--- config.mk ---
export PLATFORM = sky130hd
export DESIGN_NAME = radio_txrx_sequencer
export DESIGN_NICKNAME = d
export VERILOG_FILES = /design/src/rtl/radio_txrx_sequencer_pkg.sv /design/src/rtl/seq_delay_counter.sv /design/src/rtl/radio_txrx_sequencer.sv
export SDC_FILE = /design/constraint.sdc
export NUM_CORES = 1
export LEC_CHECK = 0
export BUFFER_PORTS_ARGS = -buffer_cell sky130_fd_sc_hd__buf_2
export CELL_PAD_IN_SITES_DETAIL_PLACEMENT = 1
export CELL_PAD_IN_SITES_GLOBAL_PLACEMENT = 1
export CORE_UTILIZATION = 40
export DETAILED_ROUTE_END_ITERATION = 7
export PLACE_DENSITY = 0.78
export SLEW_MARGIN = 20
export SYNTH_ARGS = -nofsm -noshare
export SYNTH_HDL_FRONTEND = slang
export SYNTH_SLANG_ARGS = --single-unit
--- constraint.sdc ---
create_clock -name controller_logic_clk -period 2.9 [get_ports controller_logic_clk]
set_clock_uncertainty 0.05 [all_clocks]
set_input_delay 0.145 -clock controller_logic_clk [delete_from_list [all_inputs] [get_ports controller_logic_clk]]
set_output_delay 0.145 -clock controller_logic_clk [all_outputs]
set_load 0.01 [all_outputs]
--- src/rtl/radio_txrx_sequencer_pkg.sv ---
// Shared types and default timing constants for the radio Tx/Rx mode sequencer.
package radio_txrx_sequencer_pkg;

    typedef enum logic [2:0] {
        ST_IDLE,
        ST_TX_WARM,
        ST_TX_RAMP,
        ST_TX_ON,
        ST_TX_DOWN,
        ST_RX_HP,
        ST_RX_ON,
        ST_GUARD
    } seq_state_e;

    localparam int unsigned DEF_TX_PA_DLY     = 40;
    localparam int unsigned DEF_GAIN_STEP_CYC = 4;
    localparam int unsigned DEF_TX_OFF_DLY    = 8;
    localparam int unsigned DEF_RXHP_CYC      = 100;
    localparam int unsigned DEF_GUARD_CYC     = 16;
    localparam int unsigned DEF_CNT_W         = 12;

    localparam int unsigned GAIN_W = 6;
    localparam int unsigned ANT_W  = 2;

endpackage

--- src/rtl/seq_delay_counter.sv ---
// Loadable saturating down-counter; done_c is high while the count is zero.
module seq_delay_counter #(
    parameter int unsigned CNT_W = 12
) (
    input  logic             clk,
    input  logic             rst_n,
    input  logic             load,
    input  logic [CNT_W-1:0] load_val,
    output logic             done_c
);

    logic [CNT_W-1:0] count;

    always_ff @(posedge clk or negedge rst_n) begin
        if (!rst_n) begin
            count <= '0;
        end else if (load) begin
            count <= load_val;
        end else if (count != '0) begin
            count <= count - CNT_W'(1);
        end
    end

    assign done_c = (count == '0);

endmodule

--- src/rtl/radio_txrx_sequencer.sv ---
// Arbitrates Tx/Rx requests and sequences TxEn/PA/gain/RxEn/RxHP with a guard gap
// between modes. All outputs are registered from the next-state decode.
module radio_txrx_sequencer
    import radio_txrx_sequencer_pkg::*;
#(
    parameter int unsigned TX_PA_DLY     = DEF_TX_PA_DLY,
    parameter int unsigned GAIN_STEP_CYC = DEF_GAIN_STEP_CYC,
    parameter int unsigned TX_OFF_DLY    = DEF_TX_OFF_DLY,
    parameter int unsigned RXHP_CYC      = DEF_RXHP_CYC,
    parameter int unsigned GUARD_CYC     = DEF_GUARD_CYC,
    parameter int unsigned CNT_W         = DEF_CNT_W
) (
    input  logic              controller_logic_clk,
    input  logic              controller_reset_n,
    input  logic              tx_req,
    input  logic              rx_req,
    input  logic              band_5g,
    input  logic [ANT_W-1:0]  ant_sel,
    input  logic [GAIN_W-1:0] tx_gain_target,
    output logic              seq_TxEn,
    output logic              seq_RxEn,
    output logic              seq_RxHP,
    output logic              seq_24PA,
    output logic              seq_5PA,
    output logic [ANT_W-1:0]  seq_ANTSW,
    output logic [GAIN_W-1:0] seq_Tx_gain,
    output logic              seq_TxStart,
    output logic              tx_active,
    output logic              rx_active,
    output logic              busy
);

    seq_state_e        state_q, state_d;
    logic              band_q;
    logic [GAIN_W-1:0] target_q;
    logic [GAIN_W-1:0] gain_d;
    logic              latch_c, tx_start_d, pa_on_c;
    logic              cnt_load_c, cnt_done_c;
    logic [CNT_W-1:0]  cnt_val_c;

    seq_delay_counter #(.CNT_W(CNT_W)) u_delay (
        .clk      (controller_logic_clk),
        .rst_n    (controller_reset_n),
        .load     (cnt_load_c),
        .load_val (cnt_val_c),
        .done_c   (cnt_done_c)
    );

    always_ff @(posedge controller_logic_clk or negedge controller_reset_n) begin
        if (!controller_reset_n) begin
            state_q     <= ST_IDLE;
            band_q      <= 1'b0;
            target_q    <= '0;
            seq_ANTSW   <= '0;
            seq_TxEn    <= 1'b0;
            seq_RxEn    <= 1'b0;
            seq_RxHP    <= 1'b0;
            seq_24PA    <= 1'b0;
            seq_5PA     <= 1'b0;
            seq_Tx_gain <= '0;
            seq_TxStart <= 1'b0;
            tx_active   <= 1'b0;
            rx_active   <= 1'b0;
            busy        <= 1'b0;
        end else begin
            state_q <= state_d;
            if (latch_c) begin
                band_q    <= band_5g;
                target_q  <= tx_gain_target;
                seq_ANTSW <= ant_sel;
            end
            seq_TxEn    <= state_d inside {ST_TX_WARM, ST_TX_RAMP, ST_TX_ON, ST_TX_DOWN};
            seq_RxEn    <= state_d inside {ST_RX_HP, ST_RX_ON};
            seq_RxHP    <= (state_d == ST_RX_HP);
            seq_24PA    <= pa_on_c & ~band_q;
            seq_5PA     <= pa_on_c & band_q;
            seq_Tx_gain <= gain_d;
            seq_TxStart <= tx_start_d;
            tx_active   <= (state_d == ST_TX_ON);
            rx_active   <= (state_d == ST_RX_ON);
            busy        <= (state_d != ST_IDLE);
        end
    end

    always_comb begin
        state_d    = state_q;
        gain_d     = '0;
        latch_c    = 1'b0;
        tx_start_d = 1'b0;
        cnt_load_c = 1'b0;
        cnt_val_c  = '0;
        unique case (state_q)
            ST_IDLE: begin
                if (tx_req) begin
                    state_d = ST_TX_WARM;
                    latch_c = 1'b1;
                end else if (rx_req) begin
                    state_d = ST_RX_HP;
                    latch_c = 1'b1;
                end
            end
            ST_TX_WARM: begin
                if (!tx_req)         state_d = ST_TX_DOWN;
                else if (cnt_done_c) state_d = ST_TX_RAMP;
            end
            ST_TX_RAMP: begin
                gain_d = seq_Tx_gain;
                if (!tx_req) begin
                    state_d = ST_TX_DOWN;
                    gain_d  = '0;
                end else if (seq_Tx_gain == target_q) begin
                    state_d    = ST_TX_ON;
                    tx_start_d = 1'b1;
                end else if (cnt_done_c) begin
                    // Step the gain; the final step lands directly in TX_ON.
                    gain_d     = GAIN_W'(seq_Tx_gain + GAIN_W'(1));
                    cnt_load_c = 1'b1;
                    cnt_val_c  = CNT_W'(GAIN_STEP_CYC - 1);
                    if (gain_d == target_q) begin
                        state_d    = ST_TX_ON;
                        tx_start_d = 1'b1;
                    end
                end
            end
            ST_TX_ON: begin
                if (!tx_req) state_d = ST_TX_DOWN;
                else         gain_d  = target_q;
            end
            ST_TX_DOWN: if (cnt_done_c) state_d = ST_GUARD;
            ST_RX_HP: begin
                if (!rx_req)         state_d = ST_GUARD;
                else if (cnt_done_c) state_d = ST_RX_ON;
            end
            ST_RX_ON: if (!rx_req)   state_d = ST_GUARD;
            ST_GUARD: if (cnt_done_c) state_d = ST_IDLE;
        endcase

        // Every state entry reloads the shared delay counter.
        if (state_d != state_q) begin
            cnt_load_c = 1'b1;
            unique case (state_d)
                ST_TX_WARM: cnt_val_c = CNT_W'(TX_PA_DLY - 1);
                ST_TX_RAMP: cnt_val_c = CNT_W'(GAIN_STEP_CYC - 1);
                ST_TX_DOWN: cnt_val_c = CNT_W'(TX_OFF_DLY - 1);
                ST_RX_HP:   cnt_val_c = CNT_W'(RXHP_CYC - 1);
                ST_GUARD:   cnt_val_c = CNT_W'(GUARD_CYC - 1);
                default:    cnt_val_c = '0;
            endcase
        end

        pa_on_c = state_d inside {ST_TX_RAMP, ST_TX_ON};
    end

endmodule

==> metrics, run 1 <==
Num Clock Sinks 39; Combinational Power Share 0.493; net load switching power around 0.0011 W; via count between 1,500 and 2,000; CTS tree yes; Synth top area share 0.430; Max IR drop VDD around 0.35 mV; Worst-Margin Slew 870 ps; area grow syn2layout 20.4%; initial antenna violation count 0; final period utilization 0.944; CTS root buffer clkbuf_8; Yosys warnings 0; DIE HEIGHT 77.3 µm; Seq cells post-synth 39; port bufs 29; DRT Pass-1 Iters 5; WL final ~5500 µm; total track usage 0.198; Routed Antenna Nets 0; Area after DPL between 2000 and 3000 µm²; Post-Place Setup Slack about 90 ps; residual DRC count 0; Worst Setup Path Type reg -> reg; Crit Path Max Fanout 10; # diodes 0; share of layout cells above drive strength 1 0.275; Yosys top cell by area dfrtp_1; clock slew at reported path FFs roughly 90 ps; Slew Limit Fails 0; FP Rows 27; clock power share 0.177; syn_area_per_cell between 10 and 15 µm²; CP arrival a little under 3000 ps; Setup violations, final 0; FF+latch area 976 µm²; insertion delay to the later sink of the worst-skew pair about 300 ps; final instance area ~2700 µm²; post-DP HPWL between 4000 and 5000 µm; ys async rst share 1.00; Die ar. approximately 6000 µm²; Max transition margin 0.420; commonest cells in the netlist 39 x dfrtp_1, 29 x nor2_1, 13 x xnor2_1; Core Area approximately 5500 µm²; Via density roughly 5.4; fraction of power consumed by sequential logic 0.330; status complete, no violations; CP Capture Type flip-flop; P per Cell Area 946 nW/µm²; Final nets around 290; Synth Net Count about 240; Core Util, Final 0.500; Routed WL per cell roughly 16 µm; Leak Pwr roughly 1.3 nW; Final Critical Period around 2700 ps; critical path startpoint category flip-flop; Hold Crit Class in -> reg; placed cells roughly 330; top post-synthesis cells by area dfrtp_1 43%, xnor2_1 5.0%, nor2_1 4.8%; fin cells approximately 350; first-pass GRT wire length about 9000 µm; Multi-input gate area 1240 µm²; sequential area share after synthesis 0.430; final hold vios 0; MaxCap Viol Count 0; post-route setup TNS 0 ps; Int Power 0.00153 W; Syn Inst Count 226; Worst Slack Setup Final ~160 ps; Post-Syn Area 2270 µm²; Data required, critical path 3060 ps; most common cell in the synthesized netlist dfrtp_1; die width ~77 µm; switching part of the total 0.409; FILL cells roughly 660; Synth Flop Type dfrtp_1; largest net degree at the start of global routing 40; count of cell types in the netlist between 50 and 60; EDFF count, synth 0; maximum clock insertion buffer count 2; total gr overflow 0; Max Clock Freq 365 MHz; number of buffers created by CTS 5; vias in the first global route 1,934; gp weighted congestion 0.801; Iter 0 DRT Violations 100; initial core utilization 0.415; Max H-tree Level 2; IO Count 30
==> timing repair <==
item / 4_1_cts / 5_1_grt
endpoints found under the setup margin: 0 / 3
hold buffers: 1 / 0
setup buffers: 0 / 3
resized for setup: 0 / 3
hold endpoints to repair: 39 / 0
==> layer usage <==
metal,part of all wire,global-route usage,vias up
met5,0,0,-
met4,0.026,0.0717,0
met3,0.027,0.0294,12
met2,0.50,0.334,35
met1,0.45,0.256,906
li1,-,-,899
==> layout by cell type, fill, tap and decap left out, types with 2 or more instances in the layout <==
cell      netlist  final
dfrtp_1        39     39
nor2_1         29     29
buf_2           2     29
buf_4           0     15
xnor2_1        13     13
nand2_1        12     12
xor2_1         12     12
inv_1           9      9
mux2i_1         9      9
mux2_2          9      9
nor3_1          8      7
nand3_1         7      7
a21oi_1         7      7
and3_1          5      5
nor2b_1         5      5
o21ai_0         5      5
clkbuf_8        0      5
nand4_1         4      4
and2_1          4      4
a31oi_1         3      3
nor3_2          1      2
and4_1          2      2
o22ai_1         2      2
a211o_1         2      2
or4_4           2      2
nand2b_1        2      2
ha_1            2      2
==> flip-flops by register name, indices dropped and copies added (netlist names) <==
signal / count
seq_24PA: 1
seq_5PA: 1
seq_ANTSW: 2
rx_active: 1
band_q: 1
state_q: 3
seq_TxStart: 1
busy: 1
seq_TxEn: 1
seq_Tx_gain: 6
seq_RxEn: 1
target_q: 6
u_delay.count: 12
tx_active: 1
seq_RxHP: 1
==> critical path: stages, from the launching register on <==
cell	delay (ps)
dfrtp_1	380
inv_1	110
ha_1	180
nor4b_4	230
nand3_2	120
or4_4	560
o31ai_4	230
a21oi_2	120
buf_6	150
a31oi_4	290
mux2i_1	250
==> stage by stage <==
step | hold WS, ps | total power (W)
after floorplan | -201 | 0.00168
after global placement | 253 | 0.00200
after detailed placement | 261 | 0.00205
after CTS | 15.2 | 0.00251
after global routing | 15.8 | 0.00277
final | 16.5 | 0.00259
==> final timing paths <==
kind	start	to	slack, ps	depth (start not counted)
setup / recovery	u_delay.count[0]	u_delay.count[0]	160	10
hold / removal	band_5g	band_q	20	2
setup reg to reg	u_delay.count[0]	u_delay.count[0]	160	10
hold reg to reg	band_q	seq_24PA	410	1
max in group asynchronous	controller_reset_n	u_delay.count[5]	1800	2
min in group asynchronous	controller_reset_n	seq_RxHP	450	2
==> power groups by stage <==
stage	clock network, W	logic [W]	registers, W
finish	0.000457	0.00128	0.000854
global route	0.000484	0.00141	0.000878
CTS	0.000467	0.00119	0.000854
detailed placement	0	0.00118	0.000864
global placement	0	0.00114	0.000856
floorplan	0	0.000858	0.000822
==> logic make-up (layout without fill, tap and decap cells) <==
| kind of cell | count (synthesis) | count (layout) | share of synthesized area |
|---|---|---|---|
| simple gates | 91 | 91 | 0.228 |
| mux | 18 | 18 | 0.0843 |
| flops | 39 | 39 | 0.430 |
| buf+inv | 16 | 63 | 0.0275 |
| fa+ha+maj | 2 | 2 | 0.0110 |
| compound gates | 35 | 35 | 0.123 |
| xor+xnor | 25 | 25 | 0.0964 |
==> final cells by class <==
| class | instances | share of cell area |
|---|---|---|
| inverter | 9 | 0.0124 |
| clock inverter | 3 | 0.0160 |
| clock buffer | 5 | 0.0252 |
| sequential | 39 | 0.357 |
| timing repair buffer | 46 | 0.102 |
| tap | 72 | 0.0330 |
| multi-input combinational | 171 | 0.454 |
(Power assumes the default switching activity.)
==> run 2, diff against run 1 <==
--- a/config.mk
+++ b/config.mk
@@ -6,11 +6,11 @@
 export NUM_CORES = 1
 export LEC_CHECK = 0
 export BUFFER_PORTS_ARGS = -buffer_cell sky130_fd_sc_hd__buf_2
-export CELL_PAD_IN_SITES_DETAIL_PLACEMENT = 1
-export CELL_PAD_IN_SITES_GLOBAL_PLACEMENT = 1
-export CORE_UTILIZATION = 40
+export CORE_ASPECT_RATIO = 2
+export CORE_UTILIZATION = 52
 export DETAILED_ROUTE_END_ITERATION = 7
-export PLACE_DENSITY = 0.78
+export GPL_ROUTABILITY_DRIVEN = 0
+export PLACE_DENSITY = 0.79
 export SLEW_MARGIN = 20
 export SYNTH_ARGS = -nofsm -noshare
 export SYNTH_HDL_FRONTEND = slang
==> run 2 against run 1 <==
Against the previous run: hold slack improved by 8.7 ps; sequential power is essentially flat; power increased by 1.4%; wire length shrank 4.7%; first-iteration DRC count down 36%; combinational power hardly changed; setup slack worse by 59 ps; non-clock buffer count increased by 4; die area decreased by 22%; largest cell class unchanged; highest routed layer unchanged.
==> metrics, run 2 (synthesized netlist as in run 1, its figures left out) <==
Leak Pwr 1.28 nW (+1.6%); Final nets 291 (+1.4%); Final Critical Period 2800 ps (+59.3 ps); RSZ-0062 raised after global routing no; Max transition margin 0.416 (-0.00417); DRT Pass-1 Iters 4 (-1); port bufs 29 (unchanged); die width 48.7 µm (-37%); final instance area 2740 µm² (about the same); met3 usage 0.0319 (+0.00249); FP Rows 33 (+22%); status complete, no violations; Routed Antenna Nets 0 (unchanged); Pwr Total 0.00262 W (+1.4%); final period utilization 0.964 (+0.0205); post-DP HPWL 3880 µm (-3.8%); Worst Setup Path Type reg -> reg; via count 1,893 (+2.2%); Crit Path Max Fanout 4 (-6); CTS root buffer clkbuf_8; Worst-Margin Slew 877 ps (+6.26 ps); initial core utilization 0.550 (+0.135); Hold Crit Class in -> reg; insertion delay to the later sink of the worst-skew pair 300 ps (about the same); Area after DPL 2560 µm² (-0.39%); Data required, critical path 3070 ps (about the same); Biggest register u_delay.count; initial antenna violation count 0 (unchanged); FF+latch area 976 µm² (unchanged); residual DRC count 0 (unchanged); Slew Limit Fails 0 (unchanged); largest net degree at the start of global routing 40 (unchanged); vias in the first global route 1,907 (-1.4%); Iter 0 DRT Violations 64 (-36%); crit-path cells inv_2, ha_1, nor4b_4, nand3_2, or4_4, o31ai_4, a21oi_2, or4_4, a211oi_2; clock slew at reported path FFs 80 ps (about the same); CP arrival 2970 ps (+80 ps); P per Cell Area 960 nW/µm² (+1.4%); CP Capture Type flip-flop; busiest grt layer met2; IO Count 30 (unchanged); Core Area 4130 µm² (-25%); first-pass GRT wire length 8580 µm (-7.1%); critical path startpoint category flip-flop; Die ar. 4650 µm² (-22%); GRT met2 Usage 0.488 (+0.155); WL final 5250 µm (-4.7%); post-route setup TNS 0 ps (unchanged); share of layout cells above drive strength 1 0.285 (+0.0105); Core Util, Final 0.662 (+0.163); Max H-tree Level 2 (unchanged); number of buffers created by CTS 5 (unchanged); total track usage 0.248 (+0.0503); MaxCap Viol Count 0 (unchanged); total gr overflow 0 (unchanged); FILL cells 347 (-48%); commonest cells after routing, fill and taps aside 39 x dfrtp_1, 29 x nor2_1, 29 x buf_2; Largest regs u_delay.count x12, seq_Tx_gain x6, target_q x6; Routed WL per cell 15.9 µm (about the same); Num Clock Sinks 39 (unchanged); maximum clock insertion buffer count 2 (unchanged); slowest cell delay on critical path 560 ps (about the same); placed cells 315 (-5.4%); final hold vios 0 (unchanged); Max Clock Freq 358 MHz (-2.1%); CTS tree yes; DIE HEIGHT 95.5 µm (+23%); Most Frequent Cell on Critical Path or4_4; fin cells 329 (-4.6%); area grow syn2layout 20.4% (about the same); Via density 5.75 (+7.2%); Multi-input gate area 1240 µm² (-0.40%); # diodes 0 (unchanged); Setup violations, final 0 (unchanged); max reg flops 12 (unchanged); M1 GR Usage 0.224 (-0.0321); Max IR drop VDD 0.655 mV (+85%); leading cell type in the layout, fill and taps excluded dfrtp_1; Critical-path top delay cell or4_4
==> run 2: cell type report <==
type                    instances  area share
inverters                       9      0.0124
multi-input cells             171       0.452
clock inverters                 2      0.0128
repair buffers                 50       0.112
well taps                      52      0.0238
clock buffers                   6      0.0302
flip-flops and latches         39       0.357
==> run 2: metal layers <==
metal | vias to the layer above | share of wire
met5 | - | 0
met4 | 0 | 0.038
met3 | 19 | 0.039
met2 | 56 | 0.59
met1 | 909 | 0.34
li1 | 909 | -
==> run 2: worst paths after layout <==
path / cells past startpoint / startpoint / end / slack, ps
worst max-delay path: 9 / u_delay.count[0] / u_delay.count[3] / 100
worst max register to register: 9 / u_delay.count[0] / u_delay.count[3] / 100
worst min-delay path: 2 / tx_gain_target[1] / target_q[1] / 30
worst min register to register: 1 / band_q / seq_24PA / 410
max in group asynchronous: 2 / controller_reset_n / seq_Tx_gain[2] / 1800
min in group asynchronous: 2 / controller_reset_n / seq_24PA / 450
==> run 2: repair_timing <==
item,in CTS,in global routing
resized for setup,0,2
hold endpoints to repair,39,0
buffers inserted,0,5
hold buffers,1,0
setup endpoints to repair,0,4
==> run 2: where the power goes <==
| group | leakage [nW] | total, W | internal [W] | switching [W] |
|---|---|---|---|---|
| clock network | 0.0612 | 0.000470 | 0.000278 | 0.000192 |
| registers | 0.505 | 0.000856 | 0.000684 | 0.000173 |
| logic | 0.715 | 0.00130 | 0.000607 | 0.000691 |
| total | 1.28 | 0.00262 | 0.00157 | 0.00106 |
==> run 2: worst max-delay path, delay by kind of cell (launching register included) <==
family / cells / cell delay [ps]
simple gates: 4 / 1400
compound gates: 3 / 630
flops: 1 / 400
fa+ha+maj: 1 / 160
buf+inv: 1 / 80
==> run 2: per-stage QoR <==
step	setup WS (ps)	hold slack (ps)
after global placement	199	241
after detailed placement	104	251
after floorplan	121	-201
final	104	25.3
after global routing	5.35	21.7
after CTS	78.8	14.1
